--- config.mk ---
export PLATFORM = sky130hd
export DESIGN_NAME = mem_wb_pipe_flat
export DESIGN_NICKNAME = d
export VERILOG_FILES = /design/src/rtl/mem_wb_pipe_if.sv /design/src/rtl/mem_wb_pipe.sv /design/src/flat_wrapper.sv
export SDC_FILE = /design/constraint.sdc
export NUM_CORES = 1
export LEC_CHECK = 0
export CORE_MARGIN = 3
export CORE_UTILIZATION = 52
export DETAILED_ROUTE_END_ITERATION = 12
export PLACE_DENSITY = 0.91
export SYNTH_ARGS = -nofsm -noshare
export SYNTH_HDL_FRONTEND = slang
export SYNTH_SLANG_ARGS = --single-unit
export TNS_END_PERCENT = 1
--- constraint.sdc ---
create_clock -name CLOCK -period 7.8 [get_ports CLOCK]
set_clock_uncertainty 0.15 [all_clocks]
set_input_delay 1.95 -clock CLOCK [delete_from_list [all_inputs] [get_ports CLOCK]]
set_output_delay 1.95 -clock CLOCK [all_outputs]
set_load 0.005 [all_outputs]
--- src/rtl/mem_wb_pipe_if.sv ---
// MEM->WB stage bundle: M-side capture fields, W-side write-back outputs and stage controls.
// Latency: none (wires only); the pipe register lives in mem_wb_pipe.
// Backpressure: StallW holds the W stage, FlushW injects a bubble; no ready path upstream.
interface mem_wb_pipe_if #(
    parameter int DATA_W     = 32,
    parameter int REG_ADDR_W = 5,
    parameter int PC_W       = 32,
    parameter int CNT_W      = 32
);
    // stage controls
    logic                  StallW;
    logic                  FlushW;
    // M-stage fields
    logic                  ValidM;
    logic                  RegWriteM;
    logic                  MemtoRegM;
    logic                  LinkM;
    logic [1:0]            LoadSizeM;
    logic                  LoadSignedM;
    logic [DATA_W-1:0]     ALUOutM;
    logic [DATA_W-1:0]     ReadDataM;
    logic [PC_W-1:0]       PCplus4M;
    logic [REG_ADDR_W-1:0] WriteRegM;
    // W-stage results
    logic                  ValidW;
    logic                  RegWriteW;
    logic [REG_ADDR_W-1:0] WriteRegW;
    logic [DATA_W-1:0]     ResultW;
    logic [CNT_W-1:0]      RetireCountW;

    // upstream pipeline / hazard unit side
    modport master (
        output StallW, FlushW, ValidM, RegWriteM, MemtoRegM, LinkM, LoadSizeM,
               LoadSignedM, ALUOutM, ReadDataM, PCplus4M, WriteRegM,
        input  ValidW, RegWriteW, WriteRegW, ResultW, RetireCountW
    );

    // pipe register side
    modport slave (
        input  StallW, FlushW, ValidM, RegWriteM, MemtoRegM, LinkM, LoadSizeM,
               LoadSignedM, ALUOutM, ReadDataM, PCplus4M, WriteRegM,
        output ValidW, RegWriteW, WriteRegW, ResultW, RetireCountW
    );
endinterface

--- src/rtl/mem_wb_pipe.sv ---
// MEM->WB pipeline register with load extraction, result select and retire counter.
// Latency: 1 cycle M->W; ResultW/RegWriteW are combinational from W registers.
// Backpressure: StallW holds every W register and the counter; FlushW (wins) loads a bubble.
module mem_wb_pipe #(
    parameter int DATA_W     = 32,
    parameter int REG_ADDR_W = 5,
    parameter int PC_W       = 32,
    parameter int CNT_W      = 32
) (
    input  logic          CLOCK,
    input  logic          RESET_N,
    mem_wb_pipe_if.slave  bus
);

    // byte-offset width within a datapath word: 2 for 32-bit, 3 for 64-bit
    localparam int OFF_W = (DATA_W == 64) ? 3 : 2;

    localparam logic [1:0] SZ_WORD  = 2'b00;
    localparam logic [1:0] SZ_HALF  = 2'b01;
    localparam logic [1:0] SZ_BYTE  = 2'b10;
    localparam logic [1:0] SZ_DWORD = 2'b11;

    logic                  valid_q,    valid_d;
    logic                  regwrite_q, regwrite_d;
    logic                  memtoreg_q, memtoreg_d;
    logic                  link_q,     link_d;
    logic [1:0]            lsize_q,    lsize_d;
    logic                  lsigned_q,  lsigned_d;
    logic [DATA_W-1:0]     aluout_q,   aluout_d;
    logic [DATA_W-1:0]     rdata_q,    rdata_d;
    logic [PC_W-1:0]       pc4_q,      pc4_d;
    logic [REG_ADDR_W-1:0] wreg_q,     wreg_d;
    logic [CNT_W-1:0]      cnt_q,      cnt_d;

    logic [OFF_W-1:0]      offset;
    logic [DATA_W-1:0]     sh_b;
    logic [DATA_W-1:0]     sh_h;
    logic [DATA_W-1:0]     sh_w;
    logic [DATA_W-1:0]     ext_b;
    logic [DATA_W-1:0]     ext_h;
    logic [DATA_W-1:0]     ext_w;
    logic [DATA_W-1:0]     load_data;
    logic [DATA_W-1:0]     result;

    // next-state select: flush beats stall, stall holds, otherwise capture M
    always_comb begin
        valid_d    = valid_q;
        regwrite_d = regwrite_q;
        memtoreg_d = memtoreg_q;
        link_d     = link_q;
        lsize_d    = lsize_q;
        lsigned_d  = lsigned_q;
        aluout_d   = aluout_q;
        rdata_d    = rdata_q;
        pc4_d      = pc4_q;
        wreg_d     = wreg_q;
        cnt_d      = cnt_q;
        if (bus.FlushW) begin
            valid_d    = 1'b0;
            regwrite_d = 1'b0;
            memtoreg_d = 1'b0;
            link_d     = 1'b0;
            lsize_d    = '0;
            lsigned_d  = 1'b0;
            aluout_d   = '0;
            rdata_d    = '0;
            pc4_d      = '0;
            wreg_d     = '0;
        end else if (!bus.StallW) begin
            valid_d    = bus.ValidM;
            regwrite_d = bus.RegWriteM;
            memtoreg_d = bus.MemtoRegM;
            link_d     = bus.LinkM;
            lsize_d    = bus.LoadSizeM;
            lsigned_d  = bus.LoadSignedM;
            aluout_d   = bus.ALUOutM;
            rdata_d    = bus.ReadDataM;
            pc4_d      = bus.PCplus4M;
            wreg_d     = bus.WriteRegM;
            if (bus.ValidM) begin
                cnt_d = cnt_q + CNT_W'(1);
            end
        end
    end

    // W-stage registers with synchronous active-low reset
    always_ff @(posedge CLOCK) begin
        if (!RESET_N) begin
            valid_q    <= 1'b0;
            regwrite_q <= 1'b0;
            memtoreg_q <= 1'b0;
            link_q     <= 1'b0;
            lsize_q    <= '0;
            lsigned_q  <= 1'b0;
            aluout_q   <= '0;
            rdata_q    <= '0;
            pc4_q      <= '0;
            wreg_q     <= '0;
            cnt_q      <= '0;
        end else begin
            valid_q    <= valid_d;
            regwrite_q <= regwrite_d;
            memtoreg_q <= memtoreg_d;
            link_q     <= link_d;
            lsize_q    <= lsize_d;
            lsigned_q  <= lsigned_d;
            aluout_q   <= aluout_d;
            rdata_q    <= rdata_d;
            pc4_q      <= pc4_d;
            wreg_q     <= wreg_d;
            cnt_q      <= cnt_d;
        end
    end

    // lane extraction: shift the addressed lane down, then extend via an upper-bit mask
    always_comb begin
        offset = aluout_q[OFF_W-1:0];
        sh_b   = rdata_q >> {offset, 3'b000};
        // misaligned halves round down to the even byte
        sh_h   = rdata_q >> {offset[OFF_W-1:1], 4'b0000};
        // on a 64-bit path offset[2] picks the upper word; a 32-bit path has one word
        if (DATA_W == 64) begin
            sh_w = rdata_q >> {offset[OFF_W-1], 5'b00000};
        end else begin
            sh_w = rdata_q;
        end
        ext_b = DATA_W'(sh_b[7:0]);
        if (lsigned_q && sh_b[7]) begin
            ext_b = ext_b | ~DATA_W'(8'hFF);
        end
        ext_h = DATA_W'(sh_h[15:0]);
        if (lsigned_q && sh_h[15]) begin
            ext_h = ext_h | ~DATA_W'(16'hFFFF);
        end
        // on a 32-bit path the mask is all-zero, so a word load is never extended
        ext_w = DATA_W'(sh_w[31:0]);
        if (lsigned_q && sh_w[31]) begin
            ext_w = ext_w | ~DATA_W'(32'hFFFF_FFFF);
        end
        case (lsize_q)
            SZ_BYTE:  load_data = ext_b;
            SZ_HALF:  load_data = ext_h;
            SZ_WORD:  load_data = ext_w;
            SZ_DWORD: load_data = (DATA_W == 64) ? rdata_q : ext_w;
            default:  load_data = ext_w;
        endcase
    end

    // result select from W registers only: link beats load beats ALU; bubbles read as zero
    always_comb begin
        if (!valid_q) begin
            result = '0;
        end else if (link_q) begin
            result = DATA_W'(pc4_q);
        end else if (memtoreg_q) begin
            result = load_data;
        end else begin
            result = aluout_q;
        end
    end

    assign bus.ValidW       = valid_q;
    assign bus.RegWriteW    = regwrite_q & valid_q & (wreg_q != '0);
    assign bus.WriteRegW    = wreg_q;
    assign bus.ResultW      = result;
    assign bus.RetireCountW = cnt_q;

endmodule

--- src/flat_wrapper.sv ---
// flat-port wrapper written by rule: the top's interface ports become plain ports
module mem_wb_pipe_flat 
#(
    parameter int DATA_W     = 32,
    parameter int REG_ADDR_W = 5,
    parameter int PC_W       = 32,
    parameter int CNT_W      = 32
)
  (CLOCK, RESET_N, bus_StallW, bus_FlushW, bus_ValidM, bus_RegWriteM, bus_MemtoRegM, bus_LinkM, bus_LoadSizeM, bus_LoadSignedM, bus_ALUOutM, bus_ReadDataM, bus_PCplus4M, bus_WriteRegM, bus_ValidW, bus_RegWriteW, bus_WriteRegW, bus_ResultW, bus_RetireCountW);
  mem_wb_pipe_if #(.DATA_W(DATA_W), .REG_ADDR_W(REG_ADDR_W), .PC_W(PC_W), .CNT_W(CNT_W)) bus_i ();
  input  logic CLOCK;
  input  logic RESET_N;
  input wire logic [$bits(bus_i.StallW)-1:0] bus_StallW;
  input wire logic [$bits(bus_i.FlushW)-1:0] bus_FlushW;
  input wire logic [$bits(bus_i.ValidM)-1:0] bus_ValidM;
  input wire logic [$bits(bus_i.RegWriteM)-1:0] bus_RegWriteM;
  input wire logic [$bits(bus_i.MemtoRegM)-1:0] bus_MemtoRegM;
  input wire logic [$bits(bus_i.LinkM)-1:0] bus_LinkM;
  input wire logic [$bits(bus_i.LoadSizeM)-1:0] bus_LoadSizeM;
  input wire logic [$bits(bus_i.LoadSignedM)-1:0] bus_LoadSignedM;
  input wire logic [$bits(bus_i.ALUOutM)-1:0] bus_ALUOutM;
  input wire logic [$bits(bus_i.ReadDataM)-1:0] bus_ReadDataM;
  input wire logic [$bits(bus_i.PCplus4M)-1:0] bus_PCplus4M;
  input wire logic [$bits(bus_i.WriteRegM)-1:0] bus_WriteRegM;
  output wire logic [$bits(bus_i.ValidW)-1:0] bus_ValidW;
  output wire logic [$bits(bus_i.RegWriteW)-1:0] bus_RegWriteW;
  output wire logic [$bits(bus_i.WriteRegW)-1:0] bus_WriteRegW;
  output wire logic [$bits(bus_i.ResultW)-1:0] bus_ResultW;
  output wire logic [$bits(bus_i.RetireCountW)-1:0] bus_RetireCountW;
  assign bus_i.StallW = bus_StallW;
  assign bus_i.FlushW = bus_FlushW;
  assign bus_i.ValidM = bus_ValidM;
  assign bus_i.RegWriteM = bus_RegWriteM;
  assign bus_i.MemtoRegM = bus_MemtoRegM;
  assign bus_i.LinkM = bus_LinkM;
  assign bus_i.LoadSizeM = bus_LoadSizeM;
  assign bus_i.LoadSignedM = bus_LoadSignedM;
  assign bus_i.ALUOutM = bus_ALUOutM;
  assign bus_i.ReadDataM = bus_ReadDataM;
  assign bus_i.PCplus4M = bus_PCplus4M;
  assign bus_i.WriteRegM = bus_WriteRegM;
  assign bus_ValidW = bus_i.ValidW;
  assign bus_RegWriteW = bus_i.RegWriteW;
  assign bus_WriteRegW = bus_i.WriteRegW;
  assign bus_ResultW = bus_i.ResultW;
  assign bus_RetireCountW = bus_i.RetireCountW;
  mem_wb_pipe #(.DATA_W(DATA_W), .REG_ADDR_W(REG_ADDR_W), .PC_W(PC_W), .CNT_W(CNT_W)) u_core (.CLOCK(CLOCK), .RESET_N(RESET_N), .bus(bus_i));
endmodule
==> out/summary.log, run 1 <==
INFO  critical_path  crit_arrival=3630ps
INFO  sta            worstMarginPinSlew=1180ps
INFO  pwr            switching_share=24.4%
INFO  worst_hold_path min_path_type=register to register
INFO  placed_design  place_inst=975
INFO  clocking       numCtsBuffers=17
INFO  global_routing first_pass_grt_wire_length=29500um
INFO  sta            final_min_period_over_clock_period=73.5%
INFO  placed_design  place_hpwl=13300um
INFO  floorplanning  chipWidth=117um
INFO  final_layout   final_layout_size_suffix_gt1_share=4.75%
INFO  drt            firstDrtPassIters=6
INFO  pwr            internal-power=0.00129W
INFO  sta            timing.slew.headroom=21.5%
INFO  synth          synth_sequential_area_ratio=44.1%
INFO  sta            final.setup.tns=0ps
INFO  clocking       cts_max_path_buffers=2
INFO  critical_path  critPathLaunch=u_core.link_q$_SDFFE_PP0N_
INFO  placed_design  placement.setup.worst_slack=2580ps
INFO  synth          synthDistinctLibCells=38
INFO  sta            hold_viol_final=0
INFO  drt            post_drt_wl_per_cell=19.0um
INFO  sta            max_freq=174MHz
INFO  global_routing antenna_found_initial=2
INFO  pwr            power_density=194nW/um2
INFO  sta            layout_min_cycle_time=5730ps
INFO  final_layout   finalNetCount=966
INFO  global_routing grt_overflow=0
INFO  floorplanning  coreArea=11700um2
INFO  synth          yosys_warnings=0
INFO  synth          synth-seq-cells=140
INFO  drt            route.detailed.drc=0
INFO  clocking       post_cts_resized=0
INFO  critical_path  critical_path_class=register to primary output
INFO  pwr            leakagePower=3.52nW
INFO  drt            drt-total-wl=19100um
INFO  sta            rsz0062_at_grt=no
INFO  drt            avgViaCountPerCell=5.99
INFO  critical_path  critPathCaptureType=primary output
INFO  clocking       clk_pin_slew=60ps
INFO  synth          primary_flip_flop_cell_chosen_by_synthesis_mapping=dfxtp_1
INFO  synth          post_synthesis_cell_area=6360um2
INFO  final_layout   layout.core_utilization=75.2%
INFO  critical_path  critical_path_required=5700ps
INFO  final_layout   final_common_cell=clkdlybuf4s50_1
INFO  final_layout   layout.cells.most_common_list=181 x clkdlybuf4s50_1, 142 x nor2_1, 140 x dfxtp_1
INFO  floorplanning  die_area=13600um2
INFO  placed_design  gpl.final_weighted_congestion=0.892
INFO  final_layout   syn2layout_area_growth=37.9%
INFO  floorplanning  floorplan.initialDensity=54.5%
INFO  placed_design  dpl-instance-area=8200um2
INFO  drt            route.antenna.remaining_nets=0
INFO  clocking       cts_root_buffer=clkbuf_16
INFO  sta            setup_viol_count_final=0
INFO  global_routing maximum_number_of_pins_on_one_net_before_global_route_repair=109
INFO  pwr            combinationalPowerShare=10.0%
INFO  synth          synth_nets=811
INFO  critical_path  regToRegStartpoint=u_core.bus.RetireCountW[4]$_SDFFE_PN0P_
INFO  floorplanning  io-pin-count=183
INFO  pwr            worst_vdd_rail_ir_drop=0.000154V
INFO  clocking       cts-hold-fix-buffers=0
INFO  global_routing grt_usage=27.7%
INFO  clocking       clk-insertion-delay-late=410ps
INFO  floorplanning  std_cell_rows=39
INFO  worst_hold_path worst_hold_startpoint=u_core.pc4_q[22]$_SDFFE_PP0N_
INFO  run_status     status=complete, no violations
INFO  synth          post_synth_inst_count=696
INFO  critical_path  start_kind=register
INFO  clocking       tritoncts_clock_tree=yes
INFO  sta            setup_ws=2070ps
INFO  pwr            power.net_switching=0.000415W
INFO  drt            dr_total_vias=6044
INFO  pwr            clock_power_share=45.8%
INFO  synth          synthesis.area_per_instance=9.14um2
INFO  critical_path  critical_path_peak_fanout=23
INFO  synth          synth_enable_flop_cells=0
INFO  job            timing.max_cap.violations=0
INFO  synth          synth_async_reset_ratio=0%
INFO  floorplanning  chipHeight=117um
INFO  clocking       postCtsSetupRepairBufs=0
INFO  clocking       cts.htree.levels=4
INFO  pwr            power.share.sequential=44.2%
INFO  final_layout   layout.cell_area.non_filler=8770um2
INFO  clocking       numClockSinks=140
INFO  drt            drt_iter0_markers=683
INFO  sta            slew_viol_final=0
INFO  final_layout   final_standard_cell_count_with_taps_included_and_fillers_excluded=1009
INFO  placed_design  io_buffers=182
INFO  global_routing first_global_vias=5795
==> cells by family (layout without fill, tap and decap cells) <==
group,after synthesis,after routing,synth area share [%]
buffers and inverters,57,225,3.48
adders and majority gates,3,3,0.590
DFF,140,140,44.1
muxes,119,119,18.8
AOI/OAI and AO/OA,127,127,13.5
and+or+nand+nor,225,225,16.1
other,0,2,0
xor gates and xnor gates,25,25,3.44
==> routing by layer <==
metal	up-vias	track usage (%)	part of all wire, %
li1	2792	-	-
met1	2868	34.7	41
met2	322	45.0	48
met3	62	6.11	7.6
met4	0	14.1	3.9
met5	-	0	0
==> power by group through the flow <==
stage | logic [W] | clock network, W | registers [W]
floorplan | 0.0000885 | 0 | 0.000759
global placement | 0.000162 | 0 | 0.000765
detailed placement | 0.000167 | 0 | 0.000766
CTS | 0.000169 | 0.000781 | 0.000751
global route | 0.000183 | 0.000807 | 0.000753
finish | 0.000170 | 0.000778 | 0.000752
==> flip-flops by register name, indices dropped and copies added, names as in the netlist <==
name and flops:
u_core.ext_w 32, u_core.regwrite_q 1, u_core.bus.RetireCountW 32, u_core.pc4_q 32, u_core.aluout_q 32, u_core.lsigned_q 1
u_core.link_q 1, u_core.bus.WriteRegW 5, u_core.memtoreg_q 1, u_core.bus.ValidW 1, u_core.lsize_q 2
==> path summary, 6_finish.rpt <==
check	endpoint	slack, ps	cells after the start
min reg2reg	u_core.pc4_q[22]$_SDFFE_PP0N_	350	2
max	bus_ResultW[9]	2070	5
max reg2reg	u_core.bus.RetireCountW[30]$_SDFFE_PN0P_	5410	5
min	u_core.pc4_q[22]$_SDFFE_PP0N_	350	2
==> through the flow <==
| stage | power, W | hold slack (ps) |
|---|---|---|
| 2_1_floorplan | 0.000847 | 308 |
| 3_3_place_gp | 0.000927 | 326 |
| 3_5_place_dp | 0.000933 | 340 |
| 4_1_cts | 0.00170 | 354 |
| 5_1_grt | 0.00174 | 374 |
| 6_report | 0.00170 | 351 |
==> cell usage after synthesis (2+ instances only) <==
cell / n / area share [%]
nor2_1: 142 / 8.4
dfxtp_1: 140 / 44
mux2i_1: 117 / 18
a21oi_1: 42 / 3.3
clkbuf_1: 39 / 2.3
o21ai_0: 30 / 2.4
nand2_1: 20 / 1.2
o211a_1: 17 / 2.7
a221oi_1: 15 / 2.1
xor2_1: 13 / 1.8
nor3_1: 12 / 0.94
xnor2_1: 12 / 1.7
nand4_1: 10 / 0.98
a221o_1: 8 / 1.3
and4_1: 8 / 1.1
buf_1: 8 / 0.47
inv_1: 8 / 0.47
nand3_1: 8 / 0.63
and2_1: 6 / 0.59
o31ai_1: 6 / 0.71
or3_1: 6 / 0.59
nor4_1: 5 / 0.49
nand2b_1: 4 / 0.39
a21o_1: 3 / 0.35
ha_1: 3 / 0.59
mux2_2: 2 / 0.35
==> worst max-delay path, cell delays in order (launching register included) <==
cell             delay [ps]
dfxtp_1                 840
inv_1                   610
nand2_1                 580
nor2_1                  270
a221o_1                 420
clkdlybuf4s50_1         490
==> final cells by class <==
| class | instances | area [um2] |
|---|---|---|
| clock inverter | 13 | 118 |
| multi-input combinational | 499 | 3340 |
| clock buffer | 19 | 453 |
| sequential | 140 | 2800 |
| tap | 143 | 179 |
| antenna | 2 | 5.00 |
| timing repair buffer | 184 | 1840 |
| inverter | 9 | 33.8 |
| fill | 794 | 2890 |
No activity file was read; power rests on OpenSTA's default activity.
==> inputs of run 2 (changes only) <==
Settings changed: CORE_UTILIZATION 52 to 43, PLACE_DENSITY 0.91 to 0.81.
Clock period 7.8 ns to 4.7 ns, I/O delays scaled along.
==> run 2 against run 1 <==
Against the previous run:
- final cell count grew 4.0%
- global-route usage fell by 4.6 points
- sequential power increased by 65%
- critical path depth grew 2
- power up 75%
- clock power up 86%
- largest cell class unchanged
- critical path type unchanged
- clock-buffer cell count unchanged
==> out/summary.log, run 2 (same netlist as run 1, synthesis figures left out) <==
INFO  run_status     status=complete, no violations
INFO  final_layout   final_common_cell=clkdlybuf4s50_1
INFO  global_routing first_global_vias=5635
INFO  drt            avgViaCountPerCell=5.54
INFO  sta            max_freq=232MHz
INFO  pwr            power.total=0.00298W
INFO  floorplanning  floorplan.initialDensity=45.0%
INFO  critical_path  critical_path_peak_fanout=19
INFO  sta            final.setup.tns=0ps
INFO  clocking       cts_root_buffer=clkbuf_16
INFO  final_layout   n_antenna_cell=0
INFO  global_routing antenna_found_initial=0
INFO  sta            setup_viol_count_final=0
INFO  floorplanning  coreArea=14100um2
INFO  drt            dr_total_vias=5813
INFO  clocking       clk-insertion-delay-late=420ps
INFO  critical_path  timing.reg2reg.worst_path_depth=5
INFO  sta            final_min_period_over_clock_period=91.8%
INFO  clocking       tritoncts_clock_tree=yes
INFO  placed_design  io_buffers=182
INFO  critical_path  critical_path_class=register to primary output
INFO  critical_path  setup.reg_to_reg.worst_slack=2320ps
INFO  job            timing.max_cap.violations=0
INFO  drt            route.detailed.drc=0
INFO  final_layout   layout.cells.most_common_list=181 x clkdlybuf4s50_1, 142 x nor2_1, 140 x dfxtp_1
INFO  critical_path  critPathSlowestCell=ha_1
INFO  critical_path  slowest_delay=540ps
INFO  floorplanning  std_cell_rows=43
INFO  pwr            power_density=333nW/um2
INFO  global_routing grt_usage=23.1%
INFO  drt            post_drt_wl_per_cell=18.0um
INFO  clocking       clk_pin_slew=60ps
INFO  final_layout   syn2layout_area_growth=40.5%
INFO  placed_design  placement.setup.worst_slack=625ps
INFO  final_layout   final_layout_size_suffix_gt1_share=5.41%
INFO  floorplanning  chipWidth=128um
INFO  drt            drt_iter0_markers=446
INFO  critical_path  crit_arrival=2990ps
INFO  pwr            leakagePower=3.57nW
INFO  clocking       numCtsBuffers=17
INFO  worst_hold_path min_path_type=register to register
INFO  worst_hold_path worst_min_delay_path_endpoint=u_core.aluout_q[5]$_SDFFE_PP0N_
INFO  final_layout   layout.cell_area.non_filler=8940um2
INFO  critical_path  cp_cell_sequence=inv_1 -> ha_1 -> a21o_1 -> a221oi_1 -> nor3_1 -> a221o_1 -> clkdlybuf4s50_1
INFO  final_layout   finalNetCount=971
INFO  clocking       cts.htree.levels=4
INFO  clocking       numClockSinks=140
INFO  floorplanning  die_area=16300um2
INFO  critical_path  critPathCaptureType=primary output
INFO  sta            worstMarginPinSlew=919ps
INFO  sta            setup_ws=384ps
INFO  worst_hold_path worst_hold_startpoint=u_core.aluout_q[5]$_SDFFE_PP0N_
INFO  clocking       postCtsSetupRepairBufs=0
INFO  global_routing maximum_number_of_pins_on_one_net_before_global_route_repair=67
INFO  global_routing first_pass_grt_wire_length=29600um
INFO  drt            drt-total-wl=18900um
INFO  final_layout   layout.core_utilization=63.2%
INFO  sta            timing.slew.headroom=38.7%
INFO  critical_path  start_kind=register
INFO  pwr            worst_vdd_rail_ir_drop=0.000256V
INFO  worst_hold_path whs_path_depth=2
INFO  drt            route.antenna.remaining_nets=0
INFO  placed_design  dpl-instance-area=8290um2
INFO  clocking       cts_max_path_buffers=2
INFO  sta            rsz0062_at_grt=no
INFO  critical_path  regToRegStartpoint=u_core.bus.RetireCountW[4]$_SDFFE_PN0P_
INFO  sta            hold_viol_final=0
INFO  critical_path  critical_r2r_capture=u_core.bus.RetireCountW[28]$_SDFFE_PN0P_
INFO  critical_path  timing.critical_path.max_delay_family=compound AO/OA/AOI/OAI gates
INFO  floorplanning  chipHeight=128um
INFO  sta            layout_min_cycle_time=4320ps
INFO  drt            firstDrtPassIters=5
INFO  critical_path  crit_buf_inv=2
INFO  placed_design  place_hpwl=13300um
INFO  critical_path  critical_path_required=3380ps
INFO  global_routing grt_overflow=0
INFO  sta            slew_viol_final=0
INFO  placed_design  gpl.final_weighted_congestion=0.884
INFO  floorplanning  io-pin-count=183
==> run 2: cell types whose count changed in the layout (fill, tap and decap cells not counted), sizes merged <==
cell	previous run	this run
inv	10	8
bufinv	1	4
clkinv	6	4
clkinvlp	5	6
buf	3	8
diode	2	0
==> run 2: worst max path at each step <==
stage	start	end	slack [ps]	cells after the start
finish	u_core.lsize_q[0]$_SDFFE_PP0N_	bus_ResultW[13]	380	7
global route	u_core.lsize_q[0]$_SDFFE_PP0N_	bus_ResultW[1]	140	7
CTS	u_core.lsize_q[0]$_SDFFE_PP0N_	bus_ResultW[14]	160	8
detailed placement	u_core.lsize_q[0]$_SDFFE_PP0N_	bus_ResultW[14]	630	8
global placement	u_core.lsize_q[0]$_SDFFE_PP0N_	bus_ResultW[9]	690	8
floorplan	bus_StallW	u_core.bus.RetireCountW[28]$_SDFFE_PN0P_	1520	7
==> run 2: tightest hold or removal path: cells and delay by family, from the launching register on <==
family | cells | cell delay [ps]
flops | 1 | 320
mux | 1 | 70
simple gates | 1 | 70
==> run 2: layout make-up <==
class | instances | area, um2
clock buffers | 19 | 453
clock inverters | 13 | 191
fillers | 1173 | 5210
inverters | 9 | 33.8
multi-input cells | 499 | 3350
flip-flops and latches | 140 | 2800
well taps | 180 | 225
repair buffers | 189 | 1890
==> run 2: per-stage QoR <==
stage | hold slack (ps) | cells
global placement | 325 | 1017
finish | 348 | 1049
detailed placement | 335 | 1017
floorplan | 308 | 696
CTS | 349 | 1049
global route | 377 | 1049
==> run 2: what timing repair did <==
| action | in CTS | in global routing |
|---|---|---|
| setup endpoints to repair | 0 | 19 |
| endpoints found under the hold margin | 0 | 0 |
| gates resized for setup | 0 | 1 |
| hold buffers | 0 | 0 |
==> run 2: layer usage <==
metal | track usage [%] | routed length (um) | vias to the layer above
met4 | 8.55 | 464 | 0
li1 | - | - | 2796
met1 | 29.5 | 8060 | 2736
met2 | 37.3 | 8940 | 243
met5 | 0 | 0 | -
met3 | 6.44 | 1390 | 38
==> run 2: report_power, final <==
| group | internal (W) | switching [W] | total (W) |
|---|---|---|---|
| sequential | 0.00122 | 0.0000258 | 0.00124 |
| clock | 0.000918 | 0.000532 | 0.00145 |
| combinational | 0.000159 | 0.000125 | 0.000284 |
| total | 0.00229 | 0.000683 | 0.00298 |
